--- src/rtl/aes_stream_ctrl.sv ---
// aes_stream_ctrl
//   Front end for the byte-serial AES-128 core. Takes a 128-bit key and a 128-bit
//   plaintext block over a valid/ready handshake. It then resets the core and
//   streams the 16 key/data byte pairs into the core's load phase. The core's 16
//   ciphertext bytes, qualified by core_dvalid, are gathered and returned as one
//   128-bit word over a second valid/ready handshake. A watchdog aborts a job
//   that stalls in WAIT/COLLECT. That job ends with out_err=1 and out_data=0.
//
// Ports
//   clk, rst            clock (rising edge), asynchronous active-high reset
//   in_valid/in_ready   job request handshake; in_key/in_block are byte 0 at [127:120]
//   out_valid/out_ready result handshake; out_data is the first captured byte at [127:120]
//   out_err             result is a timeout abort, out_data forced to zero
//   busy                a job is in flight
//   core_rst            synchronous reset to the core (high whenever no job runs)
//   core_key/core_data  load-phase bytes to the core
//   core_dout/core_dvalid ciphertext byte stream from the core
//
// State table
//   IDLE    | waiting for a job, core held in reset
//   CRST    | core_rst held high for RST_CYC cycles
//   LOAD    | 16 cycles of key/data bytes to the core
//   WAIT    | core running, no ciphertext byte seen yet
//   COLLECT | gathering ciphertext bytes 1..15
//   HOLD    | result presented until the consumer takes it
module aes_stream_ctrl #(
  parameter int RST_CYC     = 2,
  parameter int TIMEOUT_CYC = 1023
) (
  input  logic         clk,
  input  logic         rst,
  input  logic         in_valid,
  output logic         in_ready,
  input  logic [127:0] in_key,
  input  logic [127:0] in_block,
  output logic         out_valid,
  input  logic         out_ready,
  output logic [127:0] out_data,
  output logic         out_err,
  output logic         busy,
  output logic         core_rst,
  output logic [7:0]   core_key,
  output logic [7:0]   core_data,
  input  logic [7:0]   core_dout,
  input  logic         core_dvalid
);

  typedef enum logic [2:0] {S_IDLE, S_CRST, S_LOAD, S_WAIT, S_COLLECT, S_HOLD} state_t;

  localparam logic [9:0] RST_LAST = 10'(RST_CYC - 1);
  localparam logic [9:0] TMO      = 10'(TIMEOUT_CYC);

  state_t       state, state_nx;
  logic [127:0] key_q, key_nx, blk_q, blk_nx, res_q, res_nx;
  logic [3:0]   bcnt, bcnt_nx;
  logic [9:0]   tcnt, tcnt_nx, tcnt_inc;
  logic         in_ready_nx, out_valid_nx, out_err_nx, busy_nx, core_rst_nx;
  logic [127:0] out_data_nx;
  logic [7:0]   core_key_nx, core_data_nx;

  // tcnt counts the CRST cycles as well as the WAIT/COLLECT watchdog; it is
  // cleared between the two uses.
  always_comb begin
    state_nx     = state;
    key_nx       = key_q;
    blk_nx       = blk_q;
    res_nx       = res_q;
    bcnt_nx      = bcnt;
    tcnt_nx      = tcnt;
    tcnt_inc     = tcnt + 10'd1;
    in_ready_nx  = 1'b0;
    out_valid_nx = 1'b0;
    out_err_nx   = out_err;
    out_data_nx  = out_data;
    core_rst_nx  = 1'b1;
    core_key_nx  = 8'h00;
    core_data_nx = 8'h00;

    unique case (state)
      S_IDLE: begin
        in_ready_nx = 1'b1;
        if (in_valid && in_ready) begin
          key_nx      = in_key;
          blk_nx      = in_block;
          tcnt_nx     = 10'd0;
          in_ready_nx = 1'b0;
          state_nx    = S_CRST;
        end
      end
      S_CRST: begin
        if (tcnt == RST_LAST) begin
          state_nx     = S_LOAD;
          bcnt_nx      = 4'd0;
          tcnt_nx      = 10'd0;
          core_rst_nx  = 1'b0;
          core_key_nx  = key_q[127:120];
          core_data_nx = blk_q[127:120];
        end else begin
          tcnt_nx = tcnt_inc;
        end
      end
      S_LOAD: begin
        core_rst_nx = 1'b0;
        if (bcnt == 4'd15) begin
          state_nx = S_WAIT;
          bcnt_nx  = 4'd0;
          tcnt_nx  = 10'd0;
        end else begin
          bcnt_nx      = bcnt + 4'd1;
          // byte k sits at bit 127-8k = {~k, 3'b111}
          core_key_nx  = key_q[{~bcnt_nx, 3'b111} -: 8];
          core_data_nx = blk_q[{~bcnt_nx, 3'b111} -: 8];
        end
      end
      S_WAIT, S_COLLECT: begin
        core_rst_nx = 1'b0;
        tcnt_nx     = tcnt_inc;
        if (core_dvalid) begin
          res_nx   = {res_q[119:0], core_dout};
          bcnt_nx  = bcnt + 4'd1;
          state_nx = S_COLLECT;
        end
        // A last byte arriving on the timeout edge still completes the job.
        if (core_dvalid && bcnt == 4'd15) begin
          state_nx     = S_HOLD;
          out_valid_nx = 1'b1;
          out_err_nx   = 1'b0;
          out_data_nx  = {res_q[119:0], core_dout};
          core_rst_nx  = 1'b1;
        end else if (tcnt_inc == TMO) begin
          state_nx     = S_HOLD;
          out_valid_nx = 1'b1;
          out_err_nx   = 1'b1;
          out_data_nx  = 128'd0;
          core_rst_nx  = 1'b1;
        end
      end
      S_HOLD: begin
        out_valid_nx = 1'b1;
        if (out_valid && out_ready) begin
          state_nx     = S_IDLE;
          out_valid_nx = 1'b0;
          out_err_nx   = 1'b0;
          out_data_nx  = 128'd0;
          in_ready_nx  = 1'b1;
        end
      end
      default: begin
        state_nx    = S_IDLE;
        in_ready_nx = 1'b1;
        out_err_nx  = 1'b0;
        out_data_nx = 128'd0;
      end
    endcase

    busy_nx = (state_nx != S_IDLE);
  end

  always_ff @(posedge clk or posedge rst) begin
    if (rst) begin
      state     <= S_IDLE;
      key_q     <= 128'd0;
      blk_q     <= 128'd0;
      res_q     <= 128'd0;
      bcnt      <= 4'd0;
      tcnt      <= 10'd0;
      in_ready  <= 1'b1;
      out_valid <= 1'b0;
      out_err   <= 1'b0;
      out_data  <= 128'd0;
      busy      <= 1'b0;
      core_rst  <= 1'b1;
      core_key  <= 8'h00;
      core_data <= 8'h00;
    end else begin
      state     <= state_nx;
      key_q     <= key_nx;
      blk_q     <= blk_nx;
      res_q     <= res_nx;
      bcnt      <= bcnt_nx;
      tcnt      <= tcnt_nx;
      in_ready  <= in_ready_nx;
      out_valid <= out_valid_nx;
      out_err   <= out_err_nx;
      out_data  <= out_data_nx;
      busy      <= busy_nx;
      core_rst  <= core_rst_nx;
      core_key  <= core_key_nx;
      core_data <= core_data_nx;
    end
  end

endmodule

--- config.mk ---
export PLATFORM = sky130hd
export DESIGN_NAME = aes_stream_ctrl
export DESIGN_NICKNAME = d
export VERILOG_FILES = /design/src/rtl/aes_stream_ctrl.sv
export SDC_FILE = /design/constraint.sdc
export NUM_CORES = 1
export LEC_CHECK = 0
export CORE_ASPECT_RATIO = 1.1
export CORE_MARGIN = 3
export CORE_UTILIZATION = 50
export CTS_BUF_LIST = sky130_fd_sc_hd__clkbuf_4 sky130_fd_sc_hd__clkbuf_8 sky130_fd_sc_hd__clkbuf_16
export DETAILED_ROUTE_END_ITERATION = 16
export GPL_TIMING_DRIVEN = 0
export PLACE_DENSITY_LB_ADDON = 0.08
export REMOVE_ABC_BUFFERS = 1
export SYNTH_ARGS = -nofsm -noshare
export SYNTH_HDL_FRONTEND = slang
export SYNTH_SLANG_ARGS = --single-unit
--- constraint.sdc ---
create_clock -name clk -period 27 [get_ports clk]
set_input_delay 8.1 -clock clk [delete_from_list [all_inputs] [get_ports clk]]
set_output_delay 8.1 -clock clk [all_outputs]
set_load 0.005 [all_outputs]
Yosys cells after proc, flatten, opt, wreduce, memory -nomap -nowiden
Index checks and enable logic that the tools add are counted.

Register bits after elaboration: 542. Word-level logic and storage cells: 88.

Equality and inequality tests: 14. Reduce and logical (&&, ||, !) cells: 15. Add/subtract/negate cells: 2. Shift-type cells: 2. Bitwise logic cells: 2. Multiplexer cells: 39.

Operator list (count): two-way mux 128 bit (3); case mux 128 bit (3 select lines) (1); indexed part select 135 x 8 -> 8 bit (2); case mux 10 bit (4 select lines) (1); two-way mux 8 bit (4); case mux 8 bit (2 select lines) (2); two-way mux 10 bit (3); two-way mux 3 bit (7); case mux 3 bit (5 select lines) (1); two-way mux 4 bit (3); case mux 4 bit (3 select lines) (1); adder 10 x 1 -> 10 bit, second input constant (1); == test 10 x 1 -> 1 bit, second input constant (1); == test 10 bit, second input constant (1); inequality test 2 bit, second input constant (5); two-way mux 1 bit (9); case mux 1 bit (3 select lines) (3); AND reduction 3 bit (3); == test 3 x 2 -> 1 bit, second input constant (2); == test 3 bit, second input constant (2); nonzero test 3 bit (2); adder 4 x 1 -> 4 bit, second input constant (1); == test 4 bit, second input constant (1); NOT 4 bit (1); 11 further kinds (14).

Logic depth before layout (Yosys ltp)
Depth in word-level cells: 6. Gate-level depth with buffers: 9. Depth with buffers taken out: 7.

Worst setup path before layout
No wires, ideal clock.

Path kind: input to register. Start point: input port in_valid. End point: register blk_q[0]. Arrival: 9.185 ns. Setup slack: 17.690 ns. Setup time: 0.125 ns. Required time: 26.875 ns. Stages on the path: 5. Cell sequence: and3_1 -> clkbuf_1 -> clkbuf_1 -> buf_2 -> mux2_2.

Word-level cells in the longest chain between the ends: 2.

Ends and longest elaborated chain: start, declared (line 32) `input logic in_valid,`; logical AND 1 bit (line 82) `if (in_valid && in_ready) begin`; AND reduction 2 bit (no source line); end signal, assigned (line 178) `blk_q <= blk_nx;`; end, declared (line 54) `logic [127:0] key_q, key_nx, blk_q, blk_nx, res_q, res_nx;`.

No other way between the ends. A chain may end at the register's enable or synchronous reset.

Worst setup path after layout
Start point: input port core_dvalid. End point: register out_data[75].

Word-level cells in the longest chain between the ends: 3. Elaborated cells on any way between the ends: 5.

Ends and longest elaborated chain: start, declared (line 45) `input logic core_dvalid`; logical AND 1 bit * (line 124) `if (core_dvalid && bcnt == 4'd15) begin`; inequality test 3 bit (no source line) or two-way mux 128 bit (tied branches); AND reduction 3 bit (no source line) or case mux 128 bit (3 select lines) (tied branches); end signal, assigned (line 185) `out_data <= out_data_nx;`; end, declared (line 38) `output logic [127:0] out_data,`.

Mark *: on every way between the ends. The rest lies on a longest branch, timed or not.

==> reports/qor.txt <==
Worst Hold Class = reg -> reg
GP Congestion = 0.760
worst skew pair latency = 590 ps
Fillers = 3142
R2R Path Start = state[2]$_DFF_PP0_
die extent in x = 207 um
GRT Resource Usage Total = 0.230
HP Start = key_q[121]$_DFFE_PP0P_
placed wire-length estimate = 36400 um
hold bufs inserted after CTS = 0
nets = 2089
pwr dens = 98.3 nW/um2
clock transition at the registers of the reported paths = 60 ps
unique cell type count in the Yosys netlist = 50
I/O pin cnt = 418
Final Cycle Share = 0.365
Crit-path slowest cell = nor2_4
vias in the first global route = 14700
slowest cell delay on critical path = 590 ps
post-cts sizing count = 0
largest net degree at the start of global routing = 130
peak supply drop = 0.0534 mV
Critical Path Source = core_dvalid
unrepaired setup endpoints after global routing = false
initial antenna violation count = 16
Max-slew headroom = 0.189
critical-path cell list = clkdlybuf4s50_1, a21bo_4, nor2_4, buf_12, buf_12, a22o_1
critical path endpoint category = register
Post-DRT Antenna Nets = 0
grt total ovfl = 0
DR iter-0 viols = 694
Worst Skew = 9.79 ps
Post-Syn Instances = 1416
Seq/Total Area, Yosys = 0.609
Setup TNS Final = 0 ps
Residual DRC = 0
FMAX = 0.101 GHz
Die ar. = 47100 um2
port bufs = 417
post-synthesis instance area = 22300 um2
#FFs+latches synth = 542
Final setup viols = 0
WS Path Type = in -> reg
status = complete, no violations
final wirelength = 54300 um
cts bufs inserted = 55
wire per inst = 22.3 um
synthesis warning total = 0
fin crit period = 9860 ps
TritonCTS clock tree = done
CP arrival = 10380 ps
Pre-Repair DR Iteration Count = 4
drt via density = 5.59
first-pass GRT wire length = 85600 um
Final Util = 0.665
setup repair bufs after CTS = 0
standard-cell row count = 80
critical path peak fanout = 32
Lkg Pwr = 12.6 nW
CTS Root Cell = clkbuf_16
Max Root-Sink Buffers = 3
Core Area = 43700 um2
Sink Count = 542
Pwr Total = 2.86 mW
CP top delay family = buffers and inverters
H-tree levels = 2
P&R area growth vs syn = 30.6%
startpoint class of the critical path = input port
Avg Inst Size Synth = 15.7 um2
Die Y = 227 um
via count = 13600
Max-Cap Viols = 0
CP Buf/Inv Count = 3
max-slew violations = 0
effective utilization at floorplan = 0.509
Hold Fails Final Rpt = 0
worst-margin pin slew = 1220 ps
most used cell, CP = buf_12
ratio of cells with drive above 1 in the final layout = 0.328
worst path required time = 27530 ps
## registers in the layout, summed over array words and instances (netlist names)
name,flops
out_err,1
state,3
bcnt,4
in_ready,1
key_q,128
busy,1
res_q,120
core_data,8
core_key,8
blk_q,128
tcnt,10
out_valid,1
out_data,128
core_rst,1
## final cells by class
| type | count | area, um2 | area share |
|---|---|---|---|
| multi-input cells | 769 | 8200 | 0.282 |
| clock buffers | 86 | 1710 | 0.0587 |
| clock inverters | 11 | 120 | 0.00413 |
| well taps | 574 | 718 | 0.0247 |
| diodes | 8 | 20.0 | 0.000688 |
| inverters | 8 | 37.5 | 0.00129 |
| flip-flops and latches | 542 | 13600 | 0.466 |
| repair buffers | 440 | 4720 | 0.162 |
## synthesized netlist by cell type (all sizes together)
| cell type | count | area, um2 |
|---|---|---|
| a211oi | 2 | 27.5 |
| a21bo | 1 | 10.0 |
| a21o | 1 | 7.51 |
| a21oi | 10 | 50.1 |
| a221oi | 1 | 8.76 |
| a22o | 131 | 1150 |
| a22oi | 18 | 135 |
| a31oi | 2 | 12.5 |
| a32oi | 1 | 8.76 |
| and2 | 1 | 6.26 |
| and3 | 1 | 6.26 |
| and3b | 1 | 8.76 |
| and4 | 1 | 8.76 |
| buf | 72 | 440 |
| clkbuf | 25 | 93.8 |
| dfrtp | 540 | 13500 |
| dfstp | 2 | 52.6 |
| ha | 4 | 50.1 |
| inv | 8 | 30.0 |
| mux2 | 408 | 4590 |
| mux4 | 64 | 1440 |
| nand2 | 56 | 210 |
| nand2b | 5 | 31.3 |
| nand3 | 8 | 40.0 |
| nand3b | 1 | 7.51 |
| nand4 | 2 | 12.5 |
| nand4b | 1 | 8.76 |
| nor2 | 7 | 26.3 |
| nor2b | 1 | 6.26 |
| nor3 | 2 | 10.0 |
| nor3b | 3 | 22.5 |
| nor4b | 1 | 23.8 |
| o21a | 1 | 7.51 |
| o21ai | 17 | 88.8 |
| o22ai | 2 | 12.5 |
| o2bb2ai | 1 | 8.76 |
| o31ai | 1 | 7.51 |
| or2 | 2 | 12.5 |
| or3 | 4 | 25.0 |
| or3b | 2 | 17.5 |
| or4 | 2 | 18.8 |
| xnor2 | 2 | 17.5 |
| xor2 | 1 | 8.76 |
## power breakdown
part / switching [mW] / total (mW) / internal [mW] / leakage [nW]
logic: 0.357 / 0.901 / 0.544 / 4.73
clock network: 0.310 / 0.762 / 0.452 / 0.929
registers: 0.135 / 1.20 / 1.06 / 6.96
## worst paths after layout
kind / depth (start not counted) / end / slack, ps
min in group asynchronous: 2 / res_q[50]$_DFFE_PP0P_ / 8060
setup reg to reg: 6 / out_data[75]$_DFFE_PP0P_ / 24110
hold reg to reg: 2 / core_key[1]$_DFF_PP0_ / 480
max in group asynchronous: 4 / blk_q[16]$_DFFE_PP0P_ / 17300
hold / removal: 2 / core_key[1]$_DFF_PP0_ / 480
setup / recovery: 6 / out_data[75]$_DFFE_PP0P_ / 17140
## placed cells by master, fill, tap and decap left out, types with 4 or more instances in the layout
cell,count
nor2_1,6
clkbuf_16,56
buf_16,13
mux4_2,64
or3_1,4
nand3_1,8
clkbuf_8,13
a22o_1,131
mux2_2,408
clkbuf_4,17
a21oi_1,9
clkdlybuf4s50_1,417
nand2_1,55
nand2b_1,5
dfrtp_1,539
buf_12,9
inv_1,7
o21ai_0,16
diode_2,8
clkinv_2,7
a22oi_1,18
## metrics by stage
step                worst slack (ps)  instance area, um2  std cells  hold slack (ps)
global placement               -2450               26600       2310              477
finish                         17140               29100       2438              484
detailed placement             16560               27200       2333              476
CTS                            17170               29100       2430              492
global route                   17040               29100       2437              513
floorplan                       3750               21700       1319              452
## worst min-delay path, delay by kind of cell (launching register included)
| kind | cells | cell delay [ps] |
|---|---|---|
| simple gates | 2 | 100 |
| flops | 1 | 350 |
## metal layers
layer,track usage,vias up,share of wire
li1,-,6064,-
met1,0.308,7088,0.42
met2,0.360,359,0.47
met3,0.0797,94,0.080
met4,0.0731,16,0.024
met5,0,-,0.0017
## cells by family after synthesis
kind of cell | after synthesis | synth area share
xor gates and xnor gates | 3 | 0.00118
AOI/OAI and AO/OA | 189 | 0.0688
muxes | 472 | 0.271
adders and majority gates | 4 | 0.00225
DFF | 542 | 0.609
buffers and inverters | 105 | 0.0253
and+or+nand+nor | 101 | 0.0226
No activity file was read; power rests on OpenSTA's default activity.
